===== src/rtl/ram4_bank.sv =====
// ----------------------------------------------------------------------------
// ram4_bank
//
// Four-word register bank that sits directly behind the 1-to-4 demux. The
// demux's one-hot output arrives as load_vec and selects which word captures
// the shared write data on the rising clock edge.
//
// Ports:
//   clk       in   rising-edge clock
//   rst       in   asynchronous active-high reset
//   load_vec  in   [3:0]        per-word load strobes, bit i loads word i
//   in        in   [WIDTH-1:0]  write data shared by all four words
//   addr      in   [1:0]        read address
//   err_clr   in   synchronous clear of the sticky error flag
//   out       out  [WIDTH-1:0]  word[addr], combinational
//   rd_valid  out  valid[addr], combinational
//   valid     out  [3:0]        per-word "written since reset" flags
//   err       out  sticky flag, set when a multi-hot load_vec is seen
//   wr_count  out  [CNT_W-1:0]  successful writes since reset, saturating
// ----------------------------------------------------------------------------
module ram4_bank #(
    parameter int WIDTH = 16,
    parameter int CNT_W = 8
) (
    input  logic             clk,
    input  logic             rst,
    input  logic [3:0]       load_vec,
    input  logic [WIDTH-1:0] in,
    input  logic [1:0]       addr,
    input  logic             err_clr,
    output logic [WIDTH-1:0] out,
    output logic             rd_valid,
    output logic [3:0]       valid,
    output logic             err,
    output logic [CNT_W-1:0] wr_count
);

    logic [WIDTH-1:0] word_q [4];
    logic [WIDTH-1:0] word_d [4];
    logic [3:0]       valid_q;
    logic [3:0]       valid_d;
    logic             err_q;
    logic             err_d;
    logic [CNT_W-1:0] cnt_q;
    logic [CNT_W-1:0] cnt_d;

    logic             lv_zero;
    logic             lv_onehot;
    logic             lv_illegal;

    // Clearing the lowest set bit leaves zero only when at most one bit was
    // set, so a non-zero vector passing that test is exactly one-hot.
    always_comb begin
        lv_zero    = (load_vec == 4'b0000);
        lv_onehot  = !lv_zero && ((load_vec & (load_vec - 4'd1)) == 4'b0000);
        lv_illegal = !lv_zero && !lv_onehot;
    end

    // Next-state logic. A one-hot vector writes its word, marks it valid and
    // bumps the counter (holding at all-ones). An illegal vector touches only
    // err; because the set is applied after the clear, set wins when both
    // happen on the same edge.
    always_comb begin
        word_d  = word_q;
        valid_d = valid_q;
        err_d   = err_q;
        cnt_d   = cnt_q;

        if (lv_onehot) begin
            for (int i = 0; i < 4; i++) begin
                if (load_vec[i]) begin
                    word_d[i]  = in;
                    valid_d[i] = 1'b1;
                end
            end
            if (cnt_q != {CNT_W{1'b1}}) begin
                cnt_d = cnt_q + 1'b1;
            end
        end

        if (err_clr) begin
            err_d = 1'b0;
        end
        if (lv_illegal) begin
            err_d = 1'b1;
        end
    end

    always_ff @(posedge clk or posedge rst) begin
        if (rst) begin
            for (int i = 0; i < 4; i++) begin
                word_q[i] <= '0;
            end
            valid_q <= 4'b0000;
            err_q   <= 1'b0;
            cnt_q   <= '0;
        end else begin
            for (int i = 0; i < 4; i++) begin
                word_q[i] <= word_d[i];
            end
            valid_q <= valid_d;
            err_q   <= err_d;
            cnt_q   <= cnt_d;
        end
    end

    // Read port has no latency and no write bypass: it always shows the
    // currently registered contents.
    always_comb begin
        out      = word_q[addr];
        rd_valid = valid_q[addr];
    end

    assign valid    = valid_q;
    assign err      = err_q;
    assign wr_count = cnt_q;

endmodule


===== config.mk =====
export PLATFORM = sky130hd
export DESIGN_NAME = ram4_bank
export DESIGN_NICKNAME = d
export VERILOG_FILES = /design/src/rtl/ram4_bank.sv
export SDC_FILE = /design/constraint.sdc
export NUM_CORES = 1
export LEC_CHECK = 0
export ABC_AREA = 1
export CAP_MARGIN = 20
export CELL_PAD_IN_SITES_DETAIL_PLACEMENT = 2
export CELL_PAD_IN_SITES_GLOBAL_PLACEMENT = 2
export CORE_MARGIN = 2
export CORE_UTILIZATION = 32
export CTS_CLUSTER_DIAMETER = 80
export DETAILED_ROUTE_END_ITERATION = 10
export HOLD_SLACK_MARGIN = 0.02
export PLACE_DENSITY = 0.77
export SETUP_SLACK_MARGIN = 0.5
export SLEW_MARGIN = 5
export SYNTH_ARGS = -nofsm -noshare
export SYNTH_HDL_FRONTEND = slang
export SYNTH_SLANG_ARGS = --single-unit

===== constraint.sdc =====
create_clock -name clk -period 3.2 [get_ports clk]
set_clock_uncertainty 0.1 [all_clocks]
set_input_delay 0.48 -clock clk [delete_from_list [all_inputs] [get_ports clk]]
set_output_delay 0.48 -clock clk [all_outputs]
set_load 0.005 [all_outputs]

# ---- Word level (Yosys, flattened, before mapping)
# Cells that the tools add are included.
dict set report classes {
  bitwise 2
  n_eq_ne 1
  n_div 0
  n_mux 7
  n_mul 0
  n_reduce_logical 12
  n_addsub 2
  order_cmp 2
  n_shift 0
}
# op n
set op_table {}
lappend op_table {{binary-select mux 16 bit (select 2 bit)} 1}
lappend op_table {{2-to-1 mux 16 bit} 2}
lappend op_table {{AND reduction 2 bit} 5}
lappend op_table {{adder 8 x 1 -> 8 bit, second input constant} 1}
lappend op_table {{zero test 4 bit} 2}
lappend op_table {{!= test 8 bit, second input constant} 1}
lappend op_table {{AND 4 bit} 1}
lappend op_table {{subtractor 4 x 1 -> 4 bit, second input constant} 1}
lappend op_table {{>= comparator 3 bit, second input constant} 1}
lappend op_table {{less-than comparator 2 x 3 -> 1 bit, second input constant} 1}
lappend op_table {{2-to-1 mux 1 bit} 3}
lappend op_table {{inverter 2 -> 3 bit} 1}
lappend op_table {{binary-select mux 1 bit (select 2 bit)} 1}
lappend op_table {{logical AND 1 bit} 2}
lappend op_table {{zero test 1 bit} 2}
lappend op_table {{nonzero test 2 bit} 1}
dict set report totals {
  mem_bits_ro 0
  ram_bits 0
  inputBits 25
  wordCells 36
  register_bits 77
  output_inout_bits 30
  n_memories 0
  latchBits 0
}

# ---- Longest topological paths before layout
# Gate-level depths: netlist of the first run.
dict set report depth {
  word_depth 7
  depth_mapped 8
  mapped_depth_nobuf 8
}

# ---- Least setup slack after synthesis of the first run
# Ideal clock, no wire load.
dict set report synth_timing {
  path_kind {input -> output}
  startpoint {in addr[0]}
  endpoint {out out[10]}
  setup_slack_ps 1501
  arrival_time_ps 1119
  required_time_ps 2620
  path_stages 4
  path_cell_list {inv_1 buf_1 nor2_1 o22ai_1}
}
dict set report synth_via {
  elab_chain_cells 4
}
# element line
set synth_rtl {}
lappend synth_rtl {{from (decl)} 29} ;# input logic [1:0] addr,
lappend synth_rtl {{inverter 2 -> 3 bit (implied by the code)} 110} ;# out = word_q[addr];
lappend synth_rtl {{binary-select mux 16 bit (select 2 bit)} 110}
lappend synth_rtl {{2-to-1 mux 16 bit (implied by the code) (2 in series)} 110}
lappend synth_rtl {{to (decl)} 31} ;# output logic [WIDTH-1:0] out,
# Every way passes these cells. The select of a mux whose other input is x is not followed.

# ---- Final worst setup path of the first run
dict set report layout_timing {
  startpoint {in addr[1]}
  endpoint {out out[13]}
}
# The elaborated chain is that of the path after synthesis.

==> results by group, run 1 <==
Critical path
  – Startpoint types: input pin
  – Required time worst endpoint: 2620 ps
  – Worst reg2reg path endpoint: wr_count[0]
  – Crit end category: output port
  – CP Class: input pin to output port
  – R2r worst-path depth: 7
  – Critical-path maximum fanout: 7
  – R2R Setup Slk: 1480 ps
  – CP Data Arrival Time: 2070 ps
  – R2R Path Start: wr_count[0]

Floorplan
  – Placement Rows: 38
  – Die Height: 109.7 µm
  – Initial core utilization: 32.87%
  – Chip width: 109.7 µm
  – I/O Pins: 55
  – Die area: between 0.01 and 0.015 mm²
  – CORE AREA: between 0.01 and 0.015 mm²

Detailed routing
  – WL met3: 213 µm
  – Remaining DRCs: 0
  – Routed vias/inst: 5.051
  – DR top layer: met4
  – DR vias: 3071
  – Met1 Wirelength: 4.705 mm
  – Drt total wl: 10.24 mm
  – Initial detailed-routing violation count: 120
  – Met2 Routed Length: 5.179 mm
  – Avg WL per Cell: roughly 17 µm
  – DR pass1 iterations: 4
  – Antenna viol nets, final: 0

Clock network
  – CTS tree: done
  – Worst skew pair latency: 350 ps
  – Clock Tree Root: clkbuf_8
  – Total CTS buffers: 9
  – Hold buffers post-CTS: 0
  – Number of H-tree levels: 3
  – Clk buf depth: 2
  – Worst-path clk slew: 80 ps
  – CTS sink count: 77
  – Post-CTS Setup Bufs: 0

Job
  – Max_cap viols: 0

Power and ir drop
  – Worst vdd ir: 0.2775 mV
  – Power Density: 610.1 mW/mm²
  – Leak Pwr: 0.002164 µW

Timing
  – Number of max-slew violations in the final report: 0
  – Final Hold Viols: 0
  – Clock period minus final worst setup slack: 2646 ps
  – Slew margin rel.: 54.31%
  – RSZ-0062 raised after global routing: no
  – Tcrit/Tclk final: 82.68%
  – Setup TNS: 0 ps
  – Final setup viols: 0
  – FMAX: 377.9 MHz
  – Setup slack after layout: 554.1 ps
  – Worst hold slack: 394.7 ps
  – Slew @ Worst Pin: 684.3 ps

GRT
  – Vias in the first global route: 3342
  – First-pass GRT wire length: between 15 and 20 mm
  – GRT Resource Usage Total: 18.57%
  – Congestion Overflow GR: 0
  – Pin count of the biggest net entering global routing: 36
  – Initial antenna violation count: 0

Synth
  – Mapped cell area: 0.003578 mm²
  – Syn Nets: roughly 440
  – Syn Area/Cell: 8.707 µm²
  – Register bit count reported by yosys: slightly below 80
  – Sequential fraction of the synthesis area: 53.85%
  – Library cells used by synthesis: 23
  – Gate Count Post-Synth: 411
  – Ys Warns: 0

Worst hold path
  – Hold Crit Start: word_q[45]
  – Worst Hold Depth: 2
  – Hold EP: word_q[45]
  – Worst min-delay path category: register to register

Cells and area
  – Ant diodes: 0
  – Ratio of cells with drive above 1 in the final layout: 8.974%
  – P&R area growth vs syn: 25.10%
  – Design area: 0.004477 mm²
  – Nets@finish: between 400 and 500

Placed design
  – Dpl ws: 425.6 ps
  – Post-DP Area: between 0.004 and 0.005 mm²
  – Port bufs: 54
  – Final Wtd Congestion: approximately 0.71
  – Hpwl dp: 6.699 mm

Status
  – Status: complete, no violations
sequential cells by signal (all words and copies together) (netlist names):
name	flops
err	1
valid	4
word_q	64
wr_count	8
kinds of logic after synthesis:
| family | synth area share [%] |
|---|---|
| buffers and inverters | 7.552 |
| AOI/OAI and AO/OA | 18.01 |
| xor gates and xnor gates | 0.7344 |
| and+or+nand+nor | 19.51 |
| adders and majority gates | 0.3496 |
| DFF | 53.85 |
area by class of cell:
cell class | count | area (µm²)
Inverter | 30 | 112.6
Clock buffer | 12 | 155.1
Sequential cell | 77 | 1927
Timing Repair Buffer | 61 | 655.6
Clock inverter | 4 | 70.07
Fill cell | 1213 | 6411
Tap cell | 140 | 175.2
Multi-Input combinational cell | 284 | 1381
where the power goes:
part / total, µW / leakage, µW / switching (µW) / internal (µW)
sequential: 1290 / 0.000947 / 132 / 1160
combinational: 587 / 0.00110 / 301 / 286
clock: 854 / 0.000116 / 374 / 480
worst max-delay path, stage by stage:
cell,delay [ps]
clkdlybuf4s50_1,440
inv_2,160
buf_4,170
o21ai_0,120
o22ai_1,140
clkdlybuf4s50_1,550
placed cells by master (no fill, tap or decap), drive strengths merged:
master / n
dlygate4sd2: 1
nand2: 111
nand3b: 2
xnor2: 1
clkdlybuf4s50: 44
dlymetal6s2s: 9
dfrtp: 77
a21oi: 3
clkbuf: 12
ha: 1
nand3: 6
o21ai: 99
buf: 7
nor2: 40
inv: 30
clkinv: 2
bufinv: 2
xor2: 2
nand4: 3
o22ai: 16
worst max path at each step:
stage | end | slack (ps) | from
after floorplan | err | 650 | rst
after global placement | rd_valid | 450 | addr[0]
after detailed placement | rd_valid | 430 | addr[0]
after CTS | out[4] | 530 | addr[1]
after global routing | out[13] | 500 | addr[1]
final | out[13] | 550 | addr[1]
metrics by stage:
step	total power (µW)	std cells	utilization [%]
detailed placement	1910	592	38.82
floorplan	1621	411	-
global placement	1867	592	38.82
global route	2906	608	41.12
CTS	2772	608	40.91
finish	2731	608	41.12
cell usage after synthesis (all sizes together):
cell / number / area [µm²]
o21ai: 99 / 529.3
xor2: 2 / 17.52
ha: 1 / 12.51
a21oi: 3 / 15.01
nor2: 40 / 157.7
inv: 30 / 112.6
nand4: 3 / 18.77
nand2: 111 / 426.7
o22ai: 16 / 100.1
dfrtp: 77 / 1927
clkbuf: 7 / 26.28
nand3: 6 / 80.08
nand3b: 2 / 15.01
xnor2: 1 / 8.760
buf: 13 / 131.4
metal layers:
metal,GRT usage (%),vias up
met5,0,-
met4,5.967,0
met3,2.727,10
met2,32.05,34
met1,23.86,1572
li1,-,1455
repair_timing:
action | CTS | global route
pin swaps | 0 | 5
gates cloned | 0 | 0
setup endpoints to repair | 8 | 9
resized for setup | 3 | 9
(Power assumes the default switching activity.)
==> run 2, diff against run 1 <==
==> constraint.sdc (replaced) <==
create_clock -name clk -period 2.7 [get_ports clk]
set_clock_uncertainty 0.1 [all_clocks]
set_input_delay 0.405 -clock clk [delete_from_list [all_inputs] [get_ports clk]]
set_output_delay 0.405 -clock clk [all_outputs]
set_load 0.005 [all_outputs]
==> run 2 against run 1 <==
Net effect: die area is the same; sequential power increased by 19%; worst setup slack gained 56 ps; power grew 12%; sequential share of layout area shrank 0.13 points; core utilization rose by 0.13 points; sequential cell count did not move; combinational power grew 19%; critical endpoint is now rd_valid; largest power group unchanged; highest routed layer unchanged.
==> results by group, run 2 (same netlist as run 1, synthesis figures left out) <==
Cells and area
  – Biggest register: word_q
  – Max FFs per register: between 60 and 70
  – Ant diodes: 0
  – Ratio of cells with drive above 1 in the final layout: between 10 and 15%
  – Most frequent cells in the layout: nand2_1 (109), dfrtp_1 (77), o21ai_1 (56), nor2_1 (37), clkdlybuf4s50_1 (35)
  – Nets@finish: 494
  – Commonest non-fill, non-tap cell in the layout: nand2_1
  – P&R area growth vs syn: 25.49%
  – Design area: 0.004491 mm²

Critical path
  – R2r worst-path depth: 7
  – Crit end category: output port
  – Startpoint types: input pin
  – Critical-path maximum fanout: 17
  – CP Data Arrival Time: 1590 ps
  – CP Class: input pin to output port
  – Required time worst endpoint: ~2200 ps

GRT
  – First-pass GRT wire length: 17.68 mm
  – Pin count of the biggest net entering global routing: 56
  – M2 GR Usage: 35.01%
  – Gr busiest metal: met2
  – GRT Resource Usage Total: 19.17%
  – Met3 usage: 2.549%
  – Initial antenna violation count: 0
  – Vias in the first global route: between 3000 and 4000
  – Congestion Overflow GR: 0
  – M1 GR Usage: a little under a quarter

Timing
  – Slew margin rel.: 69.94%
  – Clock period minus final worst setup slack: 2090 ps
  – Number of max-slew violations in the final report: 0
  – RSZ-0062 raised after global routing: no
  – Slew @ Worst Pin: 450.9 ps
  – Tcrit/Tclk final: 77.41%
  – Final setup viols: 0
  – Final Hold Viols: 0
  – FMAX: about 480 MHz
  – Setup TNS: 0 ps

Floorplan
  – Initial core utilization: 32.87%
  – Die area: 0.01204 mm²
  – CORE AREA: 0.01089 mm²
  – Chip width: ~110 µm
  – Die Height: 109.7 µm
  – I/O Pins: 55
  – Placement Rows: 38

Placed design
  – Post-DP Area: 0.004258 mm²
  – Final Wtd Congestion: 0.7064
  – Port bufs: 54
  – Hpwl dp: 6.777 mm

Detailed routing
  – DR vias: 3072
  – Remaining DRCs: 0
  – Antenna viol nets, final: 0
  – Drt total wl: 10.49 mm
  – Initial detailed-routing violation count: between 100 and 150
  – DR pass1 iterations: 4
  – Routed vias/inst: about 5.0
  – Avg WL per Cell: 17.12 µm

Power and ir drop
  – Leak Pwr: approximately 0.0021 µW
  – Int Power: between 2000 and 2500 µW
  – Clock share of power: 27.1%
  – Reported net switching power: 957.3 µW
  – Sw Ratio: 31.40%
  – Seq pwr share: 50.0%
  – Worst vdd ir: 0.2058 mV
  – Combinational power share: a little under a quarter
  – Power Density: a little under 700 mW/mm²

Clock network
  – CTS tree: done
  – Clock Tree Root: clkbuf_8
  – Number of H-tree levels: 3
  – Total CTS buffers: 9
  – Worst-path clk slew: 70 ps
  – Worst skew pair latency: 350 ps
  – CTS sink count: 77
  – Clk buf depth: 2

Worst hold path
  – Worst min-delay path category: input pin to asynchronous set/reset pin

Job
  – Max_cap viols: 0

Status
  – Status: complete, no violations
[run 2: cell types whose count changed in the layout (fill, tap and decap cells not counted), sizes merged]
cell and delta:
buf +5, clkbuf +1, bufinv -2, bufbuf +1
clkdlybuf4s50 -9, clkinv -1, dlymetal6s2s -8, dlygate4sd2 +16
clkinvlp +3, inv -1
[run 2: power by group through the flow]
stage / registers (µW) / clock network (µW) / logic (µW)
floorplan: 1500 / 0 / 417
global placement: 1530 / 0 / 682
finish: 1530 / 825 / 698
detailed placement: 1540 / 0 / 725
global route: 1560 / 894 / 801
CTS: 1530 / 850 / 719
[run 2: worst paths after layout]
check | startpoint | end | slack, ps
worst max-delay path | addr[0] | rd_valid | 610
worst min-delay path | rst | err | 180
worst max register to register | wr_count[0] | wr_count[7] | 980
worst min register to register | word_q[22] | word_q[22] | 390
max in group asynchronous | rst | wr_count[2] | 1820
min in group clk | word_q[22] | word_q[22] | 390
[run 2: critical path, cell delays in order]
cell	delay, ps
buf_2	190
inv_2	70
bufbuf_16	290
o21ai_0	160
a21oi_1	70
a21oi_1	130
dlygate4sd2_1	260
[run 2: what timing repair did]
item,in CTS,in global routing
hold buffers,0,0
hold endpoints to repair,0,0
gates cloned,2,0
gates resized for setup,27,2
pin swaps,4,0
endpoints found under the setup margin,17,2
buffers inserted,1,0
[run 2: through the flow]
stage / std cells / hold WS (ps) / utilization, % / total power [µW] / setup WS (ps)
after floorplan: 411 / 349.6 / - / 1921 / 1151
after global placement: 594 / 358.5 / 39.11 / 2214 / 107.2
after detailed placement: 594 / 367.2 / 39.11 / 2269 / 52.71
after CTS: 613 / 180.1 / 41.22 / 3095 / 465.0
after global routing: 613 / 190.5 / 41.24 / 3251 / 508.7
final: 613 / 184.1 / 41.24 / 3049 / 609.8
[run 2: cell type report]
type	count	area [µm²]
clock inverter	3	20.02
tap	140	175.2
fill	1210	6397
timing repair buffer	66	705.7
sequential	77	1927
multi-input combinational	284	1388
clock buffer	13	158.9
inverter	30	116.4
[run 2: metal layers]
| metal | vias up | part of all wire, % |
|---|---|---|
| li1 | 1463 | - |
| met1 | 1557 | 44 |
| met2 | 39 | 52 |
| met3 | 13 | 2.4 |
| met4 | 0 | 1.6 |
| met5 | - | 0 |
